**src/rtl/sqrt_odd_seq_if.sv**
```systemverilog
// Operand/result handshake bundle for the sequential
// odd-subtraction square root.
interface sqrt_odd_seq_if #(
  parameter int WIDTH = 16
);
  localparam int OUT_W = WIDTH / 2;

  logic             start;
  logic [WIDTH-1:0] I;
  logic             busy;
  logic             done;
  logic [OUT_W-1:0] O;
  logic [OUT_W:0]   R;

  modport master (
    output start, I,
    input  busy, done, O, R
  );

  modport slave (
    input  start, I,
    output busy, done, O, R
  );
endinterface

```
**src/rtl/sqrt_odd_seq.sv**
```systemverilog
// Multi-cycle integer square root by repeated subtraction of
// successive odd numbers; one subtraction per clock.
module sqrt_odd_seq #(
  parameter int WIDTH = 16,
  localparam int OUT_W = WIDTH / 2
) (
  input  logic           clk,
  input  logic           rst,
  sqrt_odd_seq_if.slave  bus
);

  if ((WIDTH % 2) != 0 || WIDTH < 4) begin : g_bad_width
    $error("sqrt_odd_seq: WIDTH must be even and >= 4");
  end

  typedef enum logic [1:0] {
    S_IDLE,
    S_CALC,
    S_DONE
  } state_t;

  state_t           state_q, state_d;
  logic [WIDTH-1:0] rem_q, rem_d;
  logic [OUT_W:0]   odd_q, odd_d;
  logic [OUT_W-1:0] cnt_q, cnt_d;
  logic [OUT_W-1:0] o_q, o_d;
  logic [OUT_W:0]   r_q, r_d;

  logic [WIDTH-1:0] odd_ext;
  logic             ge;

  assign odd_ext = {{(WIDTH-OUT_W-1){1'b0}}, odd_q};
  assign ge      = rem_q >= odd_ext;

  always_comb begin
    state_d = state_q;
    rem_d   = rem_q;
    odd_d   = odd_q;
    cnt_d   = cnt_q;
    o_d     = o_q;
    r_d     = r_q;
    unique case (state_q)
      S_IDLE: begin
        if (bus.start) begin
          rem_d   = bus.I;
          odd_d   = {{OUT_W{1'b0}}, 1'b1};
          cnt_d   = '0;
          state_d = S_CALC;
        end
      end
      S_CALC: begin
        if (ge) begin
          rem_d = rem_q - odd_ext;
          odd_d = odd_q + {{(OUT_W-1){1'b0}}, 2'd2};
          cnt_d = cnt_q + {{(OUT_W-1){1'b0}}, 1'b1};
        end else begin
          o_d     = cnt_q;
          r_d     = rem_q[OUT_W:0];
          state_d = S_DONE;
        end
      end
      S_DONE: begin
        state_d = S_IDLE;
      end
      default: begin
        state_d = S_IDLE;
      end
    endcase
  end

  always_ff @(posedge clk) begin
    if (rst) begin
      state_q <= S_IDLE;
      rem_q   <= '0;
      odd_q   <= '0;
      cnt_q   <= '0;
      o_q     <= '0;
      r_q     <= '0;
    end else begin
      state_q <= state_d;
      rem_q   <= rem_d;
      odd_q   <= odd_d;
      cnt_q   <= cnt_d;
      o_q     <= o_d;
      r_q     <= r_d;
    end
  end

  assign bus.busy = state_q != S_IDLE;
  assign bus.done = state_q == S_DONE;
  assign bus.O    = o_q;
  assign bus.R    = r_q;

endmodule

```
**src/flat_wrapper.sv**
```systemverilog
// flat-port wrapper written by rule: the top's interface ports become plain ports
module sqrt_odd_seq_flat 
#(
  parameter int WIDTH = 16,
  localparam int OUT_W = WIDTH / 2
)
  (clk, rst, bus_start, bus_I, bus_busy, bus_done, bus_O, bus_R);
  sqrt_odd_seq_if #(.WIDTH(WIDTH)) bus_i ();
  input  logic clk;
  input  logic rst;
  input wire logic [$bits(bus_i.start)-1:0] bus_start;
  input wire logic [$bits(bus_i.I)-1:0] bus_I;
  output wire logic [$bits(bus_i.busy)-1:0] bus_busy;
  output wire logic [$bits(bus_i.done)-1:0] bus_done;
  output wire logic [$bits(bus_i.O)-1:0] bus_O;
  output wire logic [$bits(bus_i.R)-1:0] bus_R;
  assign bus_i.start = bus_start;
  assign bus_i.I = bus_I;
  assign bus_busy = bus_i.busy;
  assign bus_done = bus_i.done;
  assign bus_O = bus_i.O;
  assign bus_R = bus_i.R;
  sqrt_odd_seq #(.WIDTH(WIDTH)) u_core (.clk(clk), .rst(rst), .bus(bus_i));
endmodule
```
**config.mk**
```make
export PLATFORM = sky130hd
export DESIGN_NAME = sqrt_odd_seq_flat
export DESIGN_NICKNAME = d
export VERILOG_FILES = /design/src/rtl/sqrt_odd_seq_if.sv /design/src/rtl/sqrt_odd_seq.sv /design/src/flat_wrapper.sv
export SDC_FILE = /design/constraint.sdc
export NUM_CORES = 1
export LEC_CHECK = 0
export CAP_MARGIN = 10
export CORE_AREA = 2 2 107 109
export DETAILED_ROUTE_END_ITERATION = 6
export DIE_AREA = 0 0 109 111
export HOLD_SLACK_MARGIN = 0.06
export PLACE_DENSITY = 0.43
export SLEW_MARGIN = 30
export SYNTH_ARGS = -nofsm -noshare
export SYNTH_HDL_FRONTEND = slang
export SYNTH_SLANG_ARGS = --single-unit
```
**constraint.sdc**
```tcl
create_clock -name clk -period 8.1 [get_ports clk]
set_clock_uncertainty 0.15 [all_clocks]
set_input_delay 1.215 -clock clk [delete_from_list [all_inputs] [get_ports clk]]
set_output_delay 1.215 -clock clk [all_outputs]
set_load 0.02 [all_outputs]
```
==> impl_metrics.toml, run 1 <==
[routing]
drc = 0
vias = 2396
wl_met1_um = 3630
firstDrtPassIters = 4
wl_um = 7170
top_layer = "met4"
vias_per_cell = 4.72
wl_met2_um = 3330
met3_length_um = 153
detail-route-antenna-nets = 0
drtIter0Drc = 140
routedWlPerCell_um = 14.1

[critical_path]
r2r_cells = 9
arrival_ps = 3470
crit_fanout = 15
required_ps = 8140
rrSetupSlack_ps = 4670
timing.critical_path.from_type = "flip-flop"
worstSetupPathType = "flip-flop to flip-flop"
regToRegEndpoint = "u_core.rem_q[12]"
crit_path_end_kind = "flip-flop"
reg2reg_from = "u_core.odd_q[0]"

[global_routing]
grt_pass1_wl_um = 12000
antenna_found_initial = 0
grtUsageTotal = 0.125
grt_overflow = 0
grt_pass1_vias = 2280
grt_max_degree = 43

[yosys]
syn_inst = 335
async_flop_share = 0
netlist_area_um2 = 2700
synth_cell_types = 52
ys_seq_area_frac = 0.386
ys_ff_latch = 52
synth-compound-area-share = 0.228
synthesis.nets = 366
synth_fa_ha_area_frac = 0.0584
synth_mux_area_frac = 0
synthXorXnorAreaFrac = 0.0584
synth.avg_cell_area_um2 = 8.06
yosysWarnings = 0
synth_top_flop_cell = "dfxtp_1"
synth_top_family_by_area = "compound AO/OA/AOI/OAI gates"
synthSimpleGateAreaFrac = 0.223
synth_edf_count = 0

[layout]
fin_nets = 395
num_antenna_cells = 0
final_cell_mix = "nand2_1 (58), dfxtp_1 (52), clkdlybuf4s50_1 (37)"
syn_to_final_growth_pct = 23.9
final_util = 0.302
stdcell_area_um2 = 3340
nFillCells = 1203
layout_commonest_cell = "nand2_1"
layout-drive-gt1-share = 0.0521

[floorplanning]
io_pins = 38
rows = 39
start_util = 0.244
fp.dieH_um = 111
design.core.area_um2 = 11100
chipWidth_um = 109
die_area_um2 = 12100

[sta]
worst_slew_pin_slew_ps = 875
relSlewSlack = 0.415
grt_setup_unrepaired = "false"
drv_slew = 0
period_share = 0.424
hold_viol_final = 0
setup_viol = 0
period_minus_slack_ps = 3430
fin_ws_ps = 4670
setup_tns_ps = 0
max_freq_ghz = 0.291

[clock_tree]
htree_levels = 2
cts_buffer_depth = 2
clkTransAtPathRegs_ps = 80
cts-resized-gates = 0
holdBufCountCts = 0
cts_made_buffers = 5
postCtsSetupBuffers = 0
clock_latency_ps = 290
cts_tree = "built"
cts-root-buf = "clkbuf_16"
cts_sinks = 52

[outcome]
outcome = "finished clean"

[pwr]
p_leak_nw = 1.14
ir_drop_v = 0.000129
total_power_mw = 1.16
powerDensity_nw_per_um2 = 348

[min_path]
holdPathStages = 2
hold_end = "u_core.bus.O[4]"
hp-class = "flip-flop to flip-flop"
worstHoldStart = "u_core.bus.O[4]"

[placed_design]
placed_area_um2 = 3190
hpwl_um = 5090
pre_cts_slack_ps = 4140
gp_congestion = 0.772
portBuffers = 37

[job]
drv_cap = 0
==> logic make-up after synthesis <==
family | Yosys count
buffers and inverters | 30
XOR/XNOR | 18
flip-flops | 52
adder cells (fa/ha/maj) | 12
AND/OR/NAND/NOR | 133
AO/OA/AOI/OAI | 90
==> area by class of cell <==
class / instances / area [um2] / share of cell area
inverter: 12 / 45.0 / 0.0135
timing repair buffer: 40 / 393 / 0.117
multi-input combinational: 253 / 1540 / 0.459
tap: 143 / 179 / 0.0535
clock buffer: 5 / 125 / 0.0374
clock inverter: 3 / 26.3 / 0.00786
sequential: 52 / 1040 / 0.311
==> worst max path at each step <==
stage                          from               end  slack [ps]  cells after the start
finish              u_core.odd_q[0]  u_core.rem_q[12]        4670                      9
floorplan           u_core.rem_q[0]   u_core.cnt_q[4]        5410                     11
detailed placement        bus_start  u_core.rem_q[12]        4140                      7
global route        u_core.odd_q[0]  u_core.rem_q[12]        4410                      9
global placement          bus_start  u_core.rem_q[12]        4240                      7
CTS                 u_core.odd_q[0]  u_core.rem_q[12]        4320                      9
==> report_power, final <==
part	internal (mW)	switching (mW)
clock	0.117	0.105
combinational	0.228	0.364
sequential	0.304	0.0449
total	0.649	0.514
==> state kept, by name, indices dropped and copies added (netlist names) <==
signal and cells:
u_core.bus.R 9, u_core.odd_q 9, u_core.rem_q 16, u_core.bus.O 8
u_core.cnt_q 8, u_core.state_q 2
==> synth_stat cells, drive strengths merged (2+ instances only) <==
cell type,count,area [um2]
a21oi,37,185
clkbuf,11,41.3
o21ai,4,20.0
nand2b,3,18.8
or4,2,15.0
o21a,4,30.0
nor3,5,25.0
o211ai,5,37.5
a31oi,3,18.8
o31a,2,17.5
xnor2,15,131
xor2,3,26.3
a21o,6,45.0
buf,7,40.0
a211oi,8,60.1
a311oi,3,26.3
o41ai,2,36.3
or3,5,36.3
dfxtp,52,1040
ha,11,138
and3,6,37.5
inv,12,45.0
or2,4,25.0
nand3,7,35.0
nor2,33,124
nor2b,3,18.8
nand2,59,224
a21boi,3,22.5
and2,2,12.5
==> worst max-delay path: stages, from the launching register on <==
cell     delay (ps)
dfxtp_1         390
ha_1            180
inv_1            50
fa_1            400
a21o_1          200
a221o_1         420
a21oi_2         600
and2_1          590
nor2_1          140
a21o_1          190
==> stage by stage <==
stage	std cells	hold slack, ps
after floorplan	335	294
after global placement	500	298
after detailed placement	500	299
after CTS	508	311
after global routing	508	330
final	508	306
==> layer usage <==
layer,GRT usage,vias to the layer above
li1,-,1228
met1,0.181,1137
met2,0.193,29
met3,0.0200,2
met4,0.0308,0
met5,0,-
(Power assumes the default switching activity.)
==> run 2: changes to the inputs <==
Clock period 8.1 ns to 3.2 ns, I/O delays scaled along.
==> impl_metrics.toml, run 2 (synthesis gave the netlist of run 1 again) <==
[outcome]
outcome = "finished clean"

[layout]
num_antenna_cells = 0
layout-drive-gt1-share = 0.0670
final_cell_mix = "nand2_1 (58), dfxtp_1 (52), a21oi_1 (37), clkdlybuf4s50_1 (37), nor2_1 (33)"
regMostFlops = "u_core.rem_q"
syn_to_final_growth_pct = 25.8
layout_commonest_cell = "nand2_1"
fin_nets = 403
largest_reg_flops = 16

[placed_design]
gp_congestion = 0.851
hpwl_um = 5370
portBuffers = 37

[pwr]
p_leak_nw = 1.18
powerDensity_nw_per_um2 = 888
total_power_mw = 3.02
ir_drop_v = 0.000294

[sta]
period_share = 0.904
relSlewSlack = 0.651
drv_slew = 0
setup_tns_ps = 0
setup_viol = 0
grt_setup_unrepaired = "false"
worst_slew_pin_slew_ps = 518
period_minus_slack_ps = 2890
max_freq_ghz = 0.346
hold_viol_final = 0

[floorplanning]
chipWidth_um = 109
io_pins = 38
rows = 39
design.core.area_um2 = 11100
start_util = 0.244
fp.dieH_um = 111
die_area_um2 = 12100

[clock_tree]
clkTransAtPathRegs_ps = 70
holdBufCountCts = 0
clock_latency_ps = 290
cts-root-buf = "clkbuf_16"
cts_tree = "built"
cts-resized-gates = 0
postCtsSetupBuffers = 0
htree_levels = 2
cts_sinks = 52
cts_made_buffers = 5
cts_buffer_depth = 2

[critical_path]
path_cells = "or3_1 > or3_4 > o41ai_4 > buf_4 > and2_1 > xor2_1 > nor2_1"
worstSetupPathType = "flip-flop to flip-flop"
required_ps = 3230
slowest_stage = "or3_1"
crit_fanout = 12
timing.critical_path.from_type = "flip-flop"
crit_path_end_kind = "flip-flop"
cpPeakStageDelay_ps = 520
arrival_ps = 2920

[routing]
routedWlPerCell_um = 14.2
detail-route-antenna-nets = 0
drtIter0Drc = 125
vias = 2416
wl_um = 7310
firstDrtPassIters = 4
vias_per_cell = 4.68
drc = 0

[global_routing]
antenna_found_initial = 0
grt_pass1_vias = 2416
grt_max_degree = 40
grt_overflow = 0
grt_pass1_wl_um = 12500
grtUsageTotal = 0.129

[min_path]
hp-class = "flip-flop to flip-flop"

[job]
drv_cap = 0
==> run 2: per-stage QoR <==
stage / util / cell area [um2] / hold WS, ps / setup slack, ps / std cells
CTS: 0.306 / 3390 / 310 / 333 / 516
global placement: 0.293 / 3250 / 298 / 362 / 508
floorplan: - / 2700 / 294 / 514 / 335
global route: 0.306 / 3390 / 328 / 158 / 516
detailed placement: 0.293 / 3250 / 299 / 337 / 508
finish: 0.306 / 3390 / 307 / 308 / 516
==> run 2: path summary, 6_finish.rpt <==
check                        from         endpoint  slack, ps  cells past startpoint
setup / recovery  u_core.rem_q[9]  u_core.cnt_q[0]        310                      7
hold / removal    u_core.bus.O[4]  u_core.bus.O[4]        310                      2
setup reg to reg  u_core.rem_q[9]  u_core.cnt_q[0]        310                      7
hold reg to reg   u_core.bus.O[4]  u_core.bus.O[4]        310                      2
==> run 2: area by class of cell <==
type / instances / area (um2)
clock buffer: 6 / 129
tap: 143 / 179
fill: 1183 / 7680
inverter: 12 / 45.0
clock inverter: 2 / 16.3
timing repair buffer: 48 / 453
sequential: 52 / 1040
multi-input combinational: 253 / 1530
==> run 2: worst max-delay path: cells and delay by family, from the launching register on <==
kind | cells | cell delay [ps]
simple gates | 4 | 1310
compound gates | 1 | 510
flops | 1 | 360
buf+inv | 1 | 260
xor+xnor | 1 | 190
==> run 2: routing by layer <==
layer | track usage | vias up | routed length [um]
met5 | 0 | - | 0
met3 | 0.0218 | 4 | 168
met4 | 0.0376 | 0 | 79
met2 | 0.206 | 30 | 3500
met1 | 0.176 | 1139 | 3570
li1 | - | 1243 | -
==> run 2: power breakdown <==
group / total (mW) / switching (mW) / internal, mW
Clock: 0.546 / 0.254 / 0.293
Sequential: 0.881 / 0.112 / 0.769
Combinational: 1.59 / 0.953 / 0.635
==> run 3: changes to the inputs <==
Settings changed: CORE_AREA 2 2 107 109 to 4 4 109 111, DIE_AREA 0 0 109 111 to 0 0 113 115, PLACE_DENSITY 0.43 to 0.45.
Clock period 3.2 ns to 2.3 ns, I/O delays scaled along.
==> impl_metrics.toml, run 3 (synthesis gave the netlist of run 1 again) <==
[global_routing]
use_met1 = 0.164
top_usage_layer = "met2"
grt_max_degree = 22
grt_pass1_vias = 2888
antenna_found_initial = 0
grt_pass1_wl_um = 14400
grt_overflow = 0
use_met2 = 0.262
met3_usage = 0.0221
grtUsageTotal = 0.141

[clock_tree]
cts_tree = "built"
holdBufCountCts = 0
cts_made_buffers = 5
cts_sinks = 52
htree_levels = 2
cts-root-buf = "clkbuf_8"
clkTransAtPathRegs_ps = 110
clock_latency_ps = 320
cts_buffer_depth = 2

[layout]
layout-drive-gt1-share = 0.394
final_util = 0.411
fin_nets = 479
seq_area_um2 = 1050
nFillCells = 1114
syn_to_final_growth_pct = 64.3
multi_input_area_um2 = 1940
num_antenna_cells = 0
largest_reg_flops = 16
stdcell_area_um2 = 4440
layout_commonest_cell = "buf_4"
final_cell_mix = "buf_4 (68), nand2_1 (46), dfxtp_1 (44)"
regMostFlops = "u_core.rem_q"

[routing]
firstDrtPassIters = 4
routedWlPerCell_um = 15.6
detail-route-antenna-nets = 0
vias_per_cell = 4.68
drtIter0Drc = 124
vias = 2759
drc = 0
wl_um = 9190

[sta]
setup_viol = 51
hold_viol_final = 0
period_share = 1.13
max_freq_ghz = 0.386
hold_slack_ps = 318
period_minus_slack_ps = 2590
drv_slew = 0
grt_setup_unrepaired = "true"
worst_slew_pin_slew_ps = 508
fin_ws_ps = -293
relSlewSlack = 0.660
setup_tns_ps = -9800

[min_path]
holdPathStages = 2
hold_end = "u_core.bus.O[0]"
hp-class = "flip-flop to flip-flop"
worstHoldStart = "u_core.bus.O[0]"

[placed_design]
pre_cts_slack_ps = -236
gp_congestion = 0.810
placed_area_um2 = 3790
hpwl_um = 6260
portBuffers = 37

[floorplanning]
fp.dieH_um = 115
io_pins = 38
chipWidth_um = 113
design.core.area_um2 = 10800
die_area_um2 = 13000
rows = 38
start_util = 0.250

[pwr]
swShare = 0.415
clkPwrFrac = 0.093
combPwrFrac = 0.707
powerDensity_nw_per_um2 = 1390
p_leak_nw = 1.64
ir_drop_v = 0.000543
p_seq_frac = 0.200
p_int_mw = 3.61
power.switching_mw = 2.56

[outcome]
outcome = "finished, violations left"
violations = "setup timing"

[critical_path]
crit_path_end_kind = "flip-flop"
cpPeakStageDelay_ps = 410
timing.critical_path.from_type = "flip-flop"
slowest_stage = "a221o_1"
reg2reg_from = "u_core.rem_q[0]"
rrSetupSlack_ps = -290
r2r_cells = 10
crit_fanout = 4
arrival_ps = 2650
regToRegEndpoint = "u_core.rem_q[14]"
worstSetupPathType = "flip-flop to flip-flop"
required_ps = 2350
path_cells = "inv_2 > ha_4 > inv_2 > fa_2 > a21o_1 > a221o_1 > a21o_1 > or3_1 > a21oi_2 > o22ai_1"
critPathLaunch = "u_core.rem_q[0]"

[job]
drv_cap = 0
==> run 3: metrics by stage <==
| step | std cells | power [mW] |
|---|---|---|
| finish | 589 | 6.17 |
| detailed placement | 563 | 4.40 |
| floorplan | 335 | 3.04 |
| global placement | 563 | 4.39 |
| global route | 589 | 6.56 |
| CTS | 587 | 5.93 |
==> run 3: layout make-up <==
type	instances	share of cell area
Multi-Input combinational cell	254	0.436
Sequential cell	52	0.237
Clock inverter	3	0.00621
Inverter	12	0.0107
Tap cell	140	0.0395
Clock buffer	5	0.0155
Timing Repair Buffer	123	0.255
==> run 3: layer usage <==
| layer | vias up | wire length [um] | share of wire |
|---|---|---|---|
| li1 | 1400 | - | - |
| met1 | 1306 | 4000 | 0.44 |
| met2 | 44 | 4780 | 0.52 |
| met3 | 9 | 277 | 0.030 |
| met4 | 0 | 138 | 0.015 |
| met5 | - | 0 | 0 |
==> run 3: timing repair <==
action,CTS,global route
pin swaps,59,18
setup endpoints to repair,51,51
buffers inserted,12,3
gates resized for setup,78,15
gates cloned,4,0
hold endpoints to repair,0,0
==> run 3: how the worst max path moves through the flow <==
stage | end | slack (ps) | cells after the start
2_1_floorplan | u_core.odd_q[4] | -140 | 11
3_3_place_gp | u_core.rem_q[13] | -280 | 9
3_5_place_dp | u_core.odd_q[5] | -240 | 10
4_1_cts | u_core.rem_q[8] | -210 | 11
5_1_grt | u_core.rem_q[14] | -380 | 10
6_report | u_core.rem_q[14] | -290 | 10
==> run 3: power groups by stage <==
stage	registers, mW	clock network, mW	logic, mW
2_1_floorplan	1.23	0	1.81
3_3_place_gp	1.22	0	3.16
3_5_place_dp	1.23	0	3.17
4_1_cts	1.23	0.602	4.10
5_1_grt	1.26	0.631	4.67
6_report	1.23	0.576	4.36
==> run 3: worst max-delay path: cells and delay by family, from the launching register on <==
family / cells / cell delay [ps]
and+or+nand+nor: 1 / 340
buffers and inverters: 2 / 80
DFF: 1 / 340
adders and majority gates: 2 / 450
AOI/OAI and AO/OA: 5 / 1120
